**config.mk**
```make
export PLATFORM = sky130hd
export DESIGN_NAME = regfile_mp_sb
export DESIGN_NICKNAME = d
export VERILOG_FILES = /design/src/rtl/regfile_mp_sb.sv
export SDC_FILE = /design/constraint.sdc
export NUM_CORES = 1
export LEC_CHECK = 0
export BUFFER_PORTS_ARGS = -buffer_cell sky130_fd_sc_hd__buf_2
export CAP_MARGIN = 20
export CORE_ASPECT_RATIO = 1.2
export CORE_MARGIN = 1.5
export CORE_UTILIZATION = 35
export CTS_CLUSTER_DIAMETER = 100
export DETAILED_ROUTE_END_ITERATION = 7
export PLACE_DENSITY_LB_ADDON = 0.12
export SYNTH_ARGS = -nofsm -noshare
export SYNTH_HDL_FRONTEND = slang
export SYNTH_SLANG_ARGS = --single-unit
```
**constraint.sdc**
```tcl
create_clock -name clk -period 8.2 [get_ports clk]
set_input_delay 2.46 -clock clk [delete_from_list [all_inputs] [get_ports clk]]
set_output_delay 2.46 -clock clk [all_outputs]
set_load 0.05 [all_outputs]
```
**src/rtl/regfile_mp_sb.sv**
```systemverilog
// rtl/regfile_mp_sb.sv - multi-read-port register file with EX/MEM/WB forwarding and busy scoreboard
// Optional: REGFILE_RST_CLEAR_EN makes reset also zero every array entry.
module regfile_mp_sb #(
  parameter int DATA_W = 32,
  parameter int ADDR_W = 5,
  parameter int NUM_RD = 2
) (
  input  logic                       clk,
  input  logic                       rst,
  input  logic                       ex_we,
  input  logic [ADDR_W-1:0]          ex_waddr,
  input  logic [DATA_W-1:0]          ex_wdata,
  input  logic                       ex_is_load,
  input  logic                       mem_we,
  input  logic [ADDR_W-1:0]          mem_waddr,
  input  logic [DATA_W-1:0]          mem_wdata,
  input  logic                       we,
  input  logic [ADDR_W-1:0]          waddr,
  input  logic [DATA_W-1:0]          wdata,
  input  logic                       sb_set,
  input  logic [ADDR_W-1:0]          sb_addr,
  input  logic [NUM_RD-1:0]          re,
  input  logic [NUM_RD*ADDR_W-1:0]   raddr,
  output logic [NUM_RD*DATA_W-1:0]   rdata,
  output logic                       stall_req,
  output logic [ADDR_W:0]            busy_cnt
);

  localparam int DEPTH = 2**ADDR_W;
  localparam int CNT_W = ADDR_W + 1;

  logic [DATA_W-1:0] mem [DEPTH];
  logic [DEPTH-1:0]  busy;
  logic [DEPTH-1:0]  busy_nxt;
  logic [NUM_RD-1:0] port_stall;
  logic              sb_hit;
  logic              cnt_inc;
  logic              cnt_dec;

  always_ff @(posedge clk) begin
`ifdef REGFILE_RST_CLEAR_EN
    if (!rst) begin
      for (int i = 0; i < DEPTH; i++) mem[i] <= '0;
    end else if (we && waddr != '0) begin
      mem[waddr] <= wdata;
    end
`else
    if (we && waddr != '0) begin
      mem[waddr] <= wdata;
    end
`endif
  end

  assign sb_hit = sb_set && (sb_addr != '0);

  // Set is applied after clear so a newly issued op on the same register wins.
  always_comb begin
    busy_nxt = busy;
    if (we) busy_nxt[waddr] = 1'b0;
    if (sb_hit) busy_nxt[sb_addr] = 1'b1;
    busy_nxt[0] = 1'b0;
  end

  assign cnt_inc = sb_hit && !busy[sb_addr];
  assign cnt_dec = we && busy[waddr] && !(sb_hit && sb_addr == waddr);

  always_ff @(posedge clk) begin
    if (!rst) begin
      busy     <= '0;
      busy_cnt <= '0;
    end else begin
      busy     <= busy_nxt;
      busy_cnt <= busy_cnt + CNT_W'(cnt_inc) - CNT_W'(cnt_dec);
    end
  end

  genvar g;
  generate
    for (g = 0; g < NUM_RD; g++) begin : g_rd
      logic [ADDR_W-1:0] ra;
      logic [DATA_W-1:0] rd_val;
      logic              live;
      logic              ex_hit;
      logic              mem_hit;
      logic              wb_hit;

      assign ra      = raddr[g*ADDR_W +: ADDR_W];
      assign live    = rst && re[g] && (ra != '0);
      assign ex_hit  = ex_we && (ex_waddr == ra);
      assign mem_hit = mem_we && (mem_waddr == ra);
      assign wb_hit  = we && (waddr == ra);

      always_comb begin
        rd_val = '0;
        if (live) begin
          if (ex_hit)       rd_val = ex_wdata;
          else if (mem_hit) rd_val = mem_wdata;
          else if (wb_hit)  rd_val = wdata;
          else              rd_val = mem[ra];
        end
      end

      assign rdata[g*DATA_W +: DATA_W] = rd_val;
      // A same-cycle WB write to a busy register satisfies the read via bypass.
      assign port_stall[g] = live && ((ex_hit && ex_is_load) || (busy[ra] && !wb_hit));
    end
  endgenerate

  assign stall_req = |port_stall;

endmodule

```
# After elaboration in Yosys (flattened, before gate mapping)
# Memory sizes are Yosys's and may differ from the RTL's.
# Index checks and enable logic that the tools add are counted.
[op_classes] eq_ne=7 mux=24 magnitude_cmp=6 n_bitwise=3 addsub=2 reduce_logical=35
[ops] operator="$mux W32" n=10
[ops] operator="$eq A5 B5 Y1" n=7
[ops] operator="$and A32 B32 Y32" n=1
[ops] operator="$not A32 Y32" n=1
[ops] operator="$or A32 B32 Y32" n=1
[ops] operator="$logic_and A1 B1 Y1" n=24
[ops] operator="$lt A5 B6 Y1 const B" n=4
[ops] operator="$bmux W1 S5" n=4
[ops] operator="$reduce_bool A5 Y1" n=4
[ops] operator="$demux W1 S5" n=2
[ops] operator="$ge A5 B1 Y1 const B" n=2
[ops] operator="$mux W1" n=8
[ops] operator="$add A6 B1 Y6" n=1
[ops] operator="$sub A6 B1 Y6" n=1
[ops] operator="$logic_not A1 Y1" n=4
[ops] operator="$logic_or A1 B1 Y1" n=2
[ops] operator="$reduce_or A2 Y1" n=1
[totals] ramBits=1024 ff_bits=38 mem_count=1 output_inout_bits=71 word_cells=81
[memory_table] name="mem" words=32 word_bits=32 rd=2 rd_ports_with_merged_regs=0 wr=1 line="32" source="logic [DATA_W-1:0] mem [DEPTH];"

# Logic depth before layout (Yosys ltp)
[logic_depth] word_depth=9 depth_mapped=17 ltp_nobuf=15

# Least setup slack after synthesis
# No wires, ideal clock.
[synth_timing] path_kind="input to output" startpoint="input port raddr[0]" endpoint="output port rdata[12]" slack_ns=0.716 path_stages=10 required_ns=5.740 arrival_time_ns=5.024 cell_sequence="buf_6 buf_6 xnor2_1 nand4_1 or2_1 buf_2 nand2_1 clkbuf_1 a211oi_1 o31ai_1"
[synth_via] elab_chain_len=6 word_cells_on_any_way=13
[synth_lines] element="from (decl)" line="23" source="input logic [NUM_RD*ADDR_W-1:0] raddr,"
[synth_lines] element="branches (longest 5 deep; another with $mem_v2 Z32 W32)"
[synth_lines] element="$mux W32 *" line="95" source="if (live) begin"
[synth_lines] element="to (decl)" line="24" source="output logic [NUM_RD*DATA_W-1:0] rdata,"
# Mark *: on every way between the ends.

# Worst setup path after layout
[layout_timing] startpoint="input port raddr[5]" endpoint="output port rdata[52]"
# The elaborated chain is that of the path after synthesis.

==> metrics.yaml <==
run_status:
  run_status: "complete, no violations"
final_layout:
  area_growth_pct: 16.0
  drive_gt1_share_pct: 32.1
  final_common_cell: "edfxtp_1"
  nNetsFinal: 3464
  final_cell_mix: "edfxtp_1, mux4_2, mux2i_1"
  fin_util_pct: 40.8
  final_cells: 5391
hold_path:
  worstHoldPathCells: 2
  hp-start: "busy[27]"
  min_path_type: "reg2reg"
  hold_path_end: "busy[27]"
clock_tree:
  clock_path_buffers: 3
  cts.clk_slew.worst_paths_ns: 0.06
  post_cts_buffers: 0
  cts_max_level: 3
  root_buffer: "clkbuf_16"
  clock_sinks: 1061
  cts.hold.buffers_added: 0
  cts_resized: 0
  cts_tree: "yes"
  clkLatencyLatePin_ns: 0.73
  numCtsBuffers: 113
power_and_ir_drop:
  ir_worst_vdd_uv: 180
  power.static_leakage_nw: 19.7
  p_per_area_nw_per_um2: 206
synth:
  synthFlopType: "edfxtp_1"
  synth_top_cell_area_share_pct: 59.0
  synthTopCellsByArea: "edfxtp_1, mux4_2, mux2i_1, a22oi_1, dfxtp_1"
  async_flop_share_pct: 0
  syn_area_um2: 52100
  ys_ff_latch: 1061
  yosysSeqAreaShare_pct: 60.4
  synth.avg_cell_area_um2: 17.1
  synth_cell_types: 64
  synthCells: 3043
  synth_warnings: 0
  synth_edf_count: 1024
  netlist.top_cell.by_area: "edfxtp_1"
global_routing:
  overflow: 0
  grt_max_degree: 79
  grt_use_total_pct: 26.5
  grt_pass1_wl_um: 278000
  antenna_found_initial: 28
  grt_pass1_vias: 35000
sta:
  period_needed_ns: 8.02
  hold_viol_final: 0
  rsz0062_at_grt: "false"
  tightest_slew_ns: 1.14
  fmax_ghz: 0.125
  maxSlewViolCount: 0
  skew_ns: 0.00786
  finalCritPeriodShare_pct: 97.9
  setup_viol: 0
  slew_headroom_pct: 24.0
  hold_ws_ns: 0.522
  tns_ns: 0
critical_path:
  worstPathArrival_ns: 5.56
  start_kind: "input pin"
  end_kind: "primary output"
  timing.rr.start: "busy[15]"
  reg2reg_depth: 13
  critical_path_required_ns: 5.74
  worstPathMaxFanout: 34
  r2r_end: "busy_cnt[4]"
  crit_type: "in2out"
  r2r_setup_slack_ns: 4.93
routing:
  vias_per_cell: 6.22
  drc: 0
  vias: 33500
  drtIter0Drc: 3479
  ant_nets: 0
  routedWlPerCell_um: 37.3
  drt_wl_total_um: 201000
  dr.pass1.iters: 5
floorplan:
  rows: 155
  coreArea_um2: 148000
  dieArea_um2: 151000
  dieHeight_um: 426
  die_x_um: 355
  initial_core_util_pct: 35.1
  ios: 206
placement:
  place_hpwl_um: 123000
  dp_cells: 5169
  portBuffers: 205
  gp_congestion: 0.872
flow_run:
  maxCapViolations: 0
[worst max-delay path: stages]
cell,delay (ns)
buf_8,0.35
buf_4,0.41
mux4_2,0.57
mux2i_1,0.16
o22ai_1,0.14
a2111oi_0,0.88
buf_4,0.24
a21oi_1,0.06
buf_2,0.22
[per-layer routing]
| metal | vias up | global-route usage [%] | wire [um] |
|---|---|---|---|
| met2 | 1731 | 44.0 | 97700 |
| met3 | 397 | 5.32 | 16900 |
| li1 | 13400 | - | - |
| met4 | 10 | 11.0 | 8720 |
| met1 | 18000 | 33.7 | 77500 |
| met5 | - | 0 | 64 |
[synth_stat cells, types with 11 or more instances]
cell,instances
a31oi_1,20
buf_2,104
buf_4,36
nand4_1,21
inv_1,16
mux4_2,460
mux2_2,24
nor3_1,25
buf_1,14
a21boi_0,31
nand2_1,104
nor2_1,89
xnor2_1,33
a21o_1,16
o21ai_0,95
nor2b_1,24
o22ai_1,47
edfxtp_1,1024
clkbuf_1,91
a221oi_1,22
o31ai_1,11
dfxtp_1,37
a21oi_1,54
mux2i_1,266
a211oi_1,47
a2111oi_0,15
nand3_1,36
a22oi_1,150
o221ai_1,25
[power breakdown]
group          internal, W  switching, W
logic             0.000553      0.000910
clock network      0.00274       0.00222
registers          0.00603     0.0000386
[sequential cells by signal (all words and copies together) (netlist names)]
signal	flops
busy	31
mem	1024
busy_cnt	6
[kinds of logic after synthesis]
family / share of synthesized area, %
buffers and inverters: 2.59
muxes: 25.5
DFF: 60.4
AOI/OAI and AO/OA: 7.50
and+or+nand+nor: 3.17
xor gates and xnor gates: 0.672
other: 0.00719
adders and majority gates: 0.182
[through the flow]
stage               setup WS [ns]  cell area, um^2  power (W)
global placement            0.143            57000    0.00762
CTS                         0.235            60500     0.0126
global route               0.0388            60500     0.0128
detailed placement          0.250            57000    0.00764
finish                      0.176            60500     0.0125
floorplan                   0.716            52300    0.00703
[worst max-delay path by stage]
stage	cells past startpoint	endpoint	start	slack, ns
3_5_place_dp	9	rdata[52]	raddr[5]	0.25
5_1_grt	9	rdata[52]	raddr[5]	0.04
6_report	9	rdata[52]	raddr[5]	0.18
3_3_place_gp	9	rdata[52]	raddr[5]	0.14
2_1_floorplan	10	rdata[12]	raddr[0]	0.72
4_1_cts	9	rdata[52]	raddr[5]	0.23
[area by class of cell]
cell class / instances / area [um^2]
timing repair buffer: 387 / 3200
clock buffer: 135 / 2970
antenna: 10 / 25.0
clock inverter: 77 / 554
inverter: 17 / 63.8
fill: 13400 / 87900
multi-input combinational: 1742 / 19700
tap: 1962 / 2450
sequential: 1061 / 31500
No activity file was read; power rests on OpenSTA's default activity.
